--- src/rtl/conv_pkg.sv ---
// Shared types and constants for the convolution result-memory sequencer.
package conv_pkg;

  localparam int unsigned IMG_LOG2 = 6;
  localparam int unsigned AW       = 2 * IMG_LOG2;
  localparam int unsigned DW       = 20;
  localparam int unsigned L0_DW    = 19;
  localparam int unsigned CW       = AW + 1;
  localparam int unsigned PW       = AW - 2;
  localparam int unsigned NPIX     = 1 << AW;
  localparam int unsigned NPOOL    = 1 << PW;

  localparam logic [2:0] SEL_NONE = 3'b000;
  localparam logic [2:0] SEL_L0   = 3'b001;
  localparam logic [2:0] SEL_L1   = 3'b011;

  typedef enum logic [2:0] {
    ST_IDLE  = 3'd0,
    ST_L0_WR = 3'd1,
    ST_P_RD  = 3'd2,
    ST_P_FIN = 3'd3,
    ST_P_WR  = 3'd4,
    ST_DONE  = 3'd5
  } state_e;

  // Unsigned max; on a tie the first (stored) operand wins.
  function automatic logic [DW-1:0] max2(input logic [DW-1:0] a, input logic [DW-1:0] b);
    return (b > a) ? b : a;
  endfunction

  // L0 address of sub-sample s of pooled pixel p: row 2pr+s[1], col 2pc+s[0].
  function automatic logic [AW-1:0] pool_rd_addr(input logic [PW-1:0] p, input logic [1:0] s);
    return {p[PW-1:PW/2], s[1], p[PW/2-1:0], s[0]};
  endfunction

endpackage

--- src/rtl/conv_mem_sched.sv ---
// Result-memory port sequencer: writes the layer0 stream to L0, then 2x2 max-pools L0 into L1.
module conv_mem_sched
  import conv_pkg::*;
(
  input  logic             clk,
  input  logic             reset,
  input  logic             start,
  input  logic             l0_valid,
  input  logic [AW-1:0]    l0_addr,
  input  logic [L0_DW-1:0] l0_data,
  output logic             busy,
  output logic             done,
  output logic             err,
  output logic             cwr,
  output logic [AW-1:0]    caddr_wr,
  output logic [DW-1:0]    cdata_wr,
  output logic             crd,
  output logic [AW-1:0]    caddr_rd,
  input  logic [DW-1:0]    cdata_rd,
  output logic [2:0]       csel
);

  state_e          state_q, state_d;
  logic [CW-1:0]   cnt_q, cnt_d;
  logic [PW-1:0]   p_q, p_d;
  logic [1:0]      s_q, s_d;
  logic [DW-1:0]   max_q, max_d;
  logic            first_q, first_d;
  logic            rd_vld_q, rd_first_q;
  logic            busy_q, busy_d, done_q, done_d, err_q, err_d;
  logic            cwr_q, cwr_d, crd_q, crd_d;
  logic [AW-1:0]   caddr_wr_q, caddr_wr_d, caddr_rd_q, caddr_rd_d;
  logic [DW-1:0]   cdata_wr_q, cdata_wr_d;
  logic [2:0]      csel_q, csel_d;
  logic            l0_ok;

  // Outputs are computed for the cycle the next state occupies, then registered.
  always_comb begin
    state_d    = state_q;
    cnt_d      = cnt_q;
    p_d        = p_q;
    s_d        = s_q;
    max_d      = max_q;
    first_d    = 1'b0;
    busy_d     = busy_q;
    done_d     = 1'b0;
    err_d      = err_q;
    cwr_d      = 1'b0;
    crd_d      = 1'b0;
    caddr_wr_d = caddr_wr_q;
    cdata_wr_d = cdata_wr_q;
    caddr_rd_d = caddr_rd_q;
    csel_d     = SEL_NONE;

    // Read data arrives the cycle after the strobe; first sample of a block loads.
    if (rd_vld_q) begin
      max_d = rd_first_q ? cdata_rd : max2(max_q, cdata_rd);
    end

    l0_ok = (state_q == ST_L0_WR) && (cnt_q != CW'(NPIX));
    if (l0_valid && !l0_ok) begin
      err_d = 1'b1;
    end

    case (state_q)
      ST_IDLE: begin
        if (start) begin
          state_d = ST_L0_WR;
          busy_d  = 1'b1;
          err_d   = 1'b0;
          cnt_d   = '0;
          p_d     = '0;
          s_d     = '0;
        end
      end
      ST_L0_WR: begin
        if (cnt_q == CW'(NPIX)) begin
          state_d    = ST_P_RD;
          s_d        = '0;
          crd_d      = 1'b1;
          first_d    = 1'b1;
          csel_d     = SEL_L0;
          caddr_rd_d = pool_rd_addr(p_q, 2'd0);
        end else if (l0_valid) begin
          cwr_d      = 1'b1;
          csel_d     = SEL_L0;
          caddr_wr_d = l0_addr;
          cdata_wr_d = DW'(l0_data);
          cnt_d      = cnt_q + CW'(1);
        end
      end
      ST_P_RD: begin
        if (s_q == 2'd3) begin
          state_d = ST_P_FIN;
        end else begin
          s_d        = s_q + 2'd1;
          crd_d      = 1'b1;
          csel_d     = SEL_L0;
          caddr_rd_d = pool_rd_addr(p_q, s_q + 2'd1);
        end
      end
      ST_P_FIN: begin
        state_d    = ST_P_WR;
        cwr_d      = 1'b1;
        csel_d     = SEL_L1;
        caddr_wr_d = AW'(p_q);
        cdata_wr_d = max_d;
      end
      ST_P_WR: begin
        if (p_q == PW'(NPOOL - 1)) begin
          state_d = ST_DONE;
          done_d  = 1'b1;
          busy_d  = 1'b0;
        end else begin
          p_d        = p_q + PW'(1);
          state_d    = ST_P_RD;
          s_d        = '0;
          crd_d      = 1'b1;
          first_d    = 1'b1;
          csel_d     = SEL_L0;
          caddr_rd_d = pool_rd_addr(p_q + PW'(1), 2'd0);
        end
      end
      ST_DONE: begin
        state_d = ST_IDLE;
      end
      default: begin
        state_d = ST_IDLE;
      end
    endcase
  end

  always_ff @(posedge clk or posedge reset) begin
    if (reset) begin
      state_q    <= ST_IDLE;
      cnt_q      <= '0;
      p_q        <= '0;
      s_q        <= '0;
      max_q      <= '0;
      first_q    <= 1'b0;
      rd_vld_q   <= 1'b0;
      rd_first_q <= 1'b0;
      busy_q     <= 1'b0;
      done_q     <= 1'b0;
      err_q      <= 1'b0;
      cwr_q      <= 1'b0;
      crd_q      <= 1'b0;
      caddr_wr_q <= '0;
      cdata_wr_q <= '0;
      caddr_rd_q <= '0;
      csel_q     <= SEL_NONE;
    end else begin
      state_q    <= state_d;
      cnt_q      <= cnt_d;
      p_q        <= p_d;
      s_q        <= s_d;
      max_q      <= max_d;
      first_q    <= first_d;
      rd_vld_q   <= crd_q;
      rd_first_q <= first_q;
      busy_q     <= busy_d;
      done_q     <= done_d;
      err_q      <= err_d;
      cwr_q      <= cwr_d;
      crd_q      <= crd_d;
      caddr_wr_q <= caddr_wr_d;
      cdata_wr_q <= cdata_wr_d;
      caddr_rd_q <= caddr_rd_d;
      csel_q     <= csel_d;
    end
  end

  assign busy     = busy_q;
  assign done     = done_q;
  assign err      = err_q;
  assign cwr      = cwr_q;
  assign crd      = crd_q;
  assign caddr_wr = caddr_wr_q;
  assign cdata_wr = cdata_wr_q;
  assign caddr_rd = caddr_rd_q;
  assign csel     = csel_q;

endmodule

--- config.mk ---
export PLATFORM = sky130hd
export DESIGN_NAME = conv_mem_sched
export DESIGN_NICKNAME = d
export VERILOG_FILES = /design/src/rtl/conv_pkg.sv /design/src/rtl/conv_mem_sched.sv
export SDC_FILE = /design/constraint.sdc
export NUM_CORES = 1
export LEC_CHECK = 0
export CAP_MARGIN = 20
export CORE_UTILIZATION = 40
export CTS_CLUSTER_SIZE = 16
export DETAILED_ROUTE_END_ITERATION = 16
export PLACE_DENSITY = 0.76
export SYNTH_ARGS = -nofsm -noshare
export SYNTH_HDL_FRONTEND = slang
export SYNTH_SLANG_ARGS = --single-unit
export TNS_END_PERCENT = 100
--- constraint.sdc ---
create_clock -name clk -period 6 [get_ports clk]
set_input_delay 0.6 -clock clk [delete_from_list [all_inputs] [get_ports clk]]
set_output_delay 0.6 -clock clk [all_outputs]
set_load 0.02 [all_outputs]
==> results of run 1 <==
==> cell usage in the layout, fill, tap and decap left out, drive strengths merged, types with 8 or more instances in the layout <==
cell type      instances
nor2                  70
o41ai                 19
clkbuf                10
inv                   32
o31ai                 22
mux2                  20
o21ai                 37
buf                   11
clkdlybuf4s50        105
nand4                 10
nor3                  12
a21oi                 34
dfrtp                102
nand2                 82
nand3                 36
a211o                 20
ha                    24
o22ai                  8
xnor2                 15
==> cells by family (layout without fill, tap and decap cells) <==
family,Yosys count,after routing,share of synthesized area
mux,20,20,0.0396
simple gates,237,237,0.189
buf+inv,74,164,0.0545
compound gates,157,157,0.186
flops,102,102,0.448
other cells,1,1,0.000659
xor+xnor,19,19,0.0292
fa+ha+maj,24,24,0.0527
==> power breakdown <==
group,switching (mW),internal (mW)
logic,0.130,0.119
clock network,0.262,0.333
registers,0.0342,0.723
==> worst paths after layout <==
check / startpoint / to / slack [ns] / depth (start not counted)
max: cdata_rd[17] / cdata_wr[5] / 2.35 / 9
min: first_q / rd_first_q / 0.35 / 0
max reg2reg: max_q[19] / cdata_wr[5] / 2.68 / 9
min reg2reg: first_q / rd_first_q / 0.35 / 0
max in group asynchronous: reset / cnt_q[6] / 4.16 / 3
min in group asynchronous: reset / cdata_wr[17] / 0.61 / 2
==> area by class of cell <==
type | instances | area (µm²) | share of cell area
multi-input combinational | 458 | 2850 | 0.397
sequential | 102 | 2550 | 0.355
timing repair buffer | 116 | 1130 | 0.158
clock buffer | 10 | 239 | 0.0332
tap | 180 | 225 | 0.0313
inverter | 33 | 126 | 0.0176
clock inverter | 5 | 60.1 | 0.00836
==> per-layer routing <==
layer	up-vias	track usage	share of wire
li1	2426	-	-
met1	2335	0.271	0.46
met2	144	0.331	0.47
met3	24	0.0414	0.047
met4	0	0.0741	0.018
met5	-	0	0
==> per-stage QoR <==
stage	setup WS, ns	power, mW	util
floorplan	2.72	0.898	-
global placement	2.07	1.02	0.496
detailed placement	2.02	1.02	0.496
CTS	2.39	1.62	0.518
global route	2.19	1.68	0.518
finish	2.35	1.60	0.518
==> state kept, by name (all words and copies together), names as in the netlist, 2 cells and up <==
register,flops
cnt_q,13
caddr_wr,12
p_q,10
csel,2
state_q,3
caddr_rd,12
cdata_wr,20
s_q,2
max_q,20
==> flow_summary.toml, run 1 <==
[clock_tree]
clk_latency_ns = 0.36
tritoncts = "yes"
root_buffer = "clkbuf_16"
cts_hold_buf = 0
clock_sinks = 102
clkTransAtPathRegs_ns = 0.07
cts_setup_buffers = 0
clk_path_buf_depth = 2
htreeDepth = 3
cts_made_buffers = 9
cts_resized = 0

[timing]
maxClockFrequency_mhz = 274
relSlewSlack = 0.349
setup_viol = 0
hold_slack_ns = 0.351
slew_viol_final = 0
tightest_slew_ns = 0.973
post-route-period-util = 0.608
fin_crit_ns = 3.65
fin_skew_ns = 0.0119
tns_ns = 0
hold_violations = 0
rsz0062_at_grt = "false"

[hold_path]
hp-class = "reg2reg"

[logic_synthesis]
synthTopCellsByArea = "dfrtp_1 (45%), nand2_1 (5.4%), ha_1 (5.3%), nor2_1 (4.5%), mux2_2 (3.8%)"
ys_warn_count = 0
synth-edff-count = 0
synth_seq_area_share = 0.448
synth_top_cell_by_area = "dfrtp_1"
yosysMostFrequentCell = "dfrtp_1"
yosysUniqueCellTypes = 52
synth_ff_type = "dfrtp_1"
synthesis.nets = 713
async_flop_share = 1.00
synth_commonest_cells = "dfrtp_1 (102), nand2_1 (82), nor2_1 (69)"
synth_area_mm2 = 0.00569
syn_inst = 634
synth_top_cell_area_share = 0.448
syn-mean-instance-area_um2 = 8.98
postSynthRegisterBits = 102

[layout]
area_growth_pct = 26.2
final_nets = 799
fin_cells = 904
drive_gt1_frac = 0.0773
num_antenna_cells = 0
final_area_mm2 = 0.00719
fillers = 1300

[worst_setup_path]
slowest_delay_ns = 0.61
path_class = "in2reg"
crit_slowest_cell = "or4_4"
crit_fanout = 25
crit_family = "buffers and inverters"
worst_setup_path_end_kind = "register"
critPathBufInv = 3
start_kind = "input pin"
crit_chain = "clkdlybuf4s50_1, ha_1, nand4_1, or4_4, o31ai_4, buf_4, nor3b_2, buf_4, a211o_1"
crit_path_frequent_cell = "buf_4"
cp.required_ns = 6.24
arrival_ns = 3.88

[detailed_routing]
remaining_drc_errors = 0
ant_nets = 0
avgRoutedWirePerCell_um = 15.7
routed_wirelength_um = 14200
drtIter0Drc = 400
drt_pre_antenna_iters = 5
route.vias.total = 4929
via_per_inst = 5.45

[power]
power.density_mw_per_mm2 = 223
p_leak_nw = 3.11
ir_worst_vdd_mv = 0.147

[job]
cap_violations = 0

[floorplan]
initial_core_util = 0.410
core_mm2 = 0.0139
dieArea_mm2 = 0.0147
ios = 107
die_h_um = 121
rows = 43
chipWidth_um = 121

[place]
place_congestion = 0.833
placed_cell_area_mm2 = 0.00689
io_buffers = 105
dp_hpwl_um = 9590
dp.cells = 889

[status]
outcome = "complete, no violations"

[global_routing]
grt-ovfl-total = 0
grt_pass1_wl_um = 23500
grt_max_degree = 68
grt_pass1_vias = 4702
antenna_found_initial = 0
track_usage = 0.205
Power figures use the tool's default switching activity.
==> run 2: changes to the inputs <==
--- a/config.mk
+++ b/config.mk
@@ -9,7 +9,7 @@
 export CORE_UTILIZATION = 40
 export CTS_CLUSTER_SIZE = 16
 export DETAILED_ROUTE_END_ITERATION = 16
-export PLACE_DENSITY = 0.76
+export PLACE_DENSITY = 0.78
 export SYNTH_ARGS = -nofsm -noshare
 export SYNTH_HDL_FRONTEND = slang
 export SYNTH_SLANG_ARGS = --single-unit
==> constraint.sdc (replaced) <==
create_clock -name clk -period 3.1 [get_ports clk]
set_input_delay 0.31 -clock clk [delete_from_list [all_inputs] [get_ports clk]]
set_output_delay 0.31 -clock clk [all_outputs]
set_load 0.02 [all_outputs]
==> flow_summary.toml, run 2 (synthesized netlist as in run 1, its figures left out) <==
[status]
outcome = "complete, no violations"

[floorplan]
core_mm2 = 0.0139
dieArea_mm2 = 0.0147
ios = 107
rows = 43
chipWidth_um = 121
initial_core_util = 0.410
die_h_um = 121

[timing]
maxClockFrequency_mhz = 368
hold_slack_ns = 0.354
tightest_slew_ns = 0.886
tns_ns = 0
slew_viol_final = 0
post-route-period-util = 0.875
fin_skew_ns = 0.0125
relSlewSlack = 0.407
setup_viol = 0
fin_ws_ns = 0.386
hold_violations = 0
fin_crit_ns = 2.71
rsz0062_at_grt = "false"

[clock_tree]
clk_latency_ns = 0.36
clk_path_buf_depth = 2
clkTransAtPathRegs_ns = 0.07
cts_made_buffers = 9
clock_sinks = 102
cts_setup_buffers = 0
cts_hold_buf = 0
root_buffer = "clkbuf_16"
htreeDepth = 3
tritoncts = "yes"
cts_resized = 0

[global_routing]
track_usage = 0.206
antenna_found_initial = 0
grt-ovfl-total = 0
grt_pass1_vias = 4752
grt_max_degree = 61
grt_pass1_wl_um = 23900

[hold_path]
hold_end = "rd_first_q"
hp-start = "first_q"
whs_path_depth = 0
hp-class = "reg2reg"

[detailed_routing]
ant_nets = 0
drtIter0Drc = 334
route.vias.total = 5068
avgRoutedWirePerCell_um = 15.7
drt_pre_antenna_iters = 5
remaining_drc_errors = 0
routed_wirelength_um = 14500
via_per_inst = 5.50

[power]
ir_worst_vdd_mv = 0.248
total_power_mw = 3.14
power.density_mw_per_mm2 = 427
p_leak_nw = 3.20

[layout]
drive_gt1_frac = 0.0997
area_growth_pct = 29.2
final_area_mm2 = 0.00736
num_antenna_cells = 0
layout_common_cells = "clkdlybuf4s50_1 (105), dfrtp_1 (102), nand2_1 (82)"
fin_cells = 922
final_nets = 817
mostFrequentLayoutCell = "clkdlybuf4s50_1"
fin_util = 0.530

[worst_setup_path]
cp.required_ns = 3.34
crit_chain = "clkdlybuf4s50_1, ha_1, nand4_1, or4_4, o31ai_4, buf_4, buf_4, o31ai_1, a211o_1"
r2r-start = "max_q[19]"
r2r-end = "cdata_wr[5]"
path_class = "in2reg"
rrSetupSlack_ns = 0.43
crit_path_frequent_cell = "buf_4"
crit_slowest_cell = "or4_4"
crit_family = "buffers and inverters"
arrival_ns = 2.95
worst_setup_path_end_kind = "register"
r2r_cells = 9
start_kind = "input pin"
slowest_delay_ns = 0.62
critPathBufInv = 3
crit_fanout = 22

[place]
placed_cell_area_mm2 = 0.00706
io_buffers = 105
place_congestion = 0.843
dp_hpwl_um = 10000
pre_cts_ws_ns = 0.0114
dp.cells = 907

[job]
cap_violations = 0
-- run 2: cell types whose count changed in the layout (fill, tap and decap cells not counted), sizes merged --
cell and change:
inv +1, clkinv -1, clkbuf -1, buf +18, clkinvlp +1
-- run 2: power breakdown --
| group | switching [mW] | total [mW] | internal [mW] |
|---|---|---|---|
| sequential | 0.0687 | 1.47 | 1.40 |
| clock | 0.535 | 1.16 | 0.628 |
| combinational | 0.260 | 0.513 | 0.253 |
-- run 2: cell type report --
type / instances / area [µm²]
clock buffer: 9 / 225
clock inverter: 6 / 71.3
fill: 1278 / 6520
inverter: 33 / 126
multi-input combinational: 458 / 2850
sequential: 102 / 2550
tap: 180 / 225
timing repair buffer: 134 / 1310
-- run 2: worst max-delay path by stage --
stage / slack, ns / depth (start not counted) / start / endpoint
2_1_floorplan: 0.11 / 1 / reset / busy
3_3_place_gp: 0.10 / 9 / cdata_rd[19] / cdata_wr[4]
3_5_place_dp: 0.01 / 9 / cdata_rd[18] / cdata_wr[12]
4_1_cts: 0.38 / 9 / cdata_rd[18] / cdata_wr[12]
5_1_grt: 0.24 / 9 / cdata_rd[7] / cdata_wr[12]
6_report: 0.39 / 9 / cdata_rd[19] / cdata_wr[5]
-- run 2: layer usage --
| metal | wire length [µm] | GRT usage | vias to the layer above | share of wire |
|---|---|---|---|---|
| met2 | 6920 | 0.333 | 134 | 0.48 |
| met4 | 216 | 0.0694 | 0 | 0.015 |
| met3 | 584 | 0.0310 | 16 | 0.040 |
| li1 | - | - | 2457 | - |
| met5 | 0 | 0 | - | 0 |
| met1 | 6750 | 0.281 | 2461 | 0.47 |
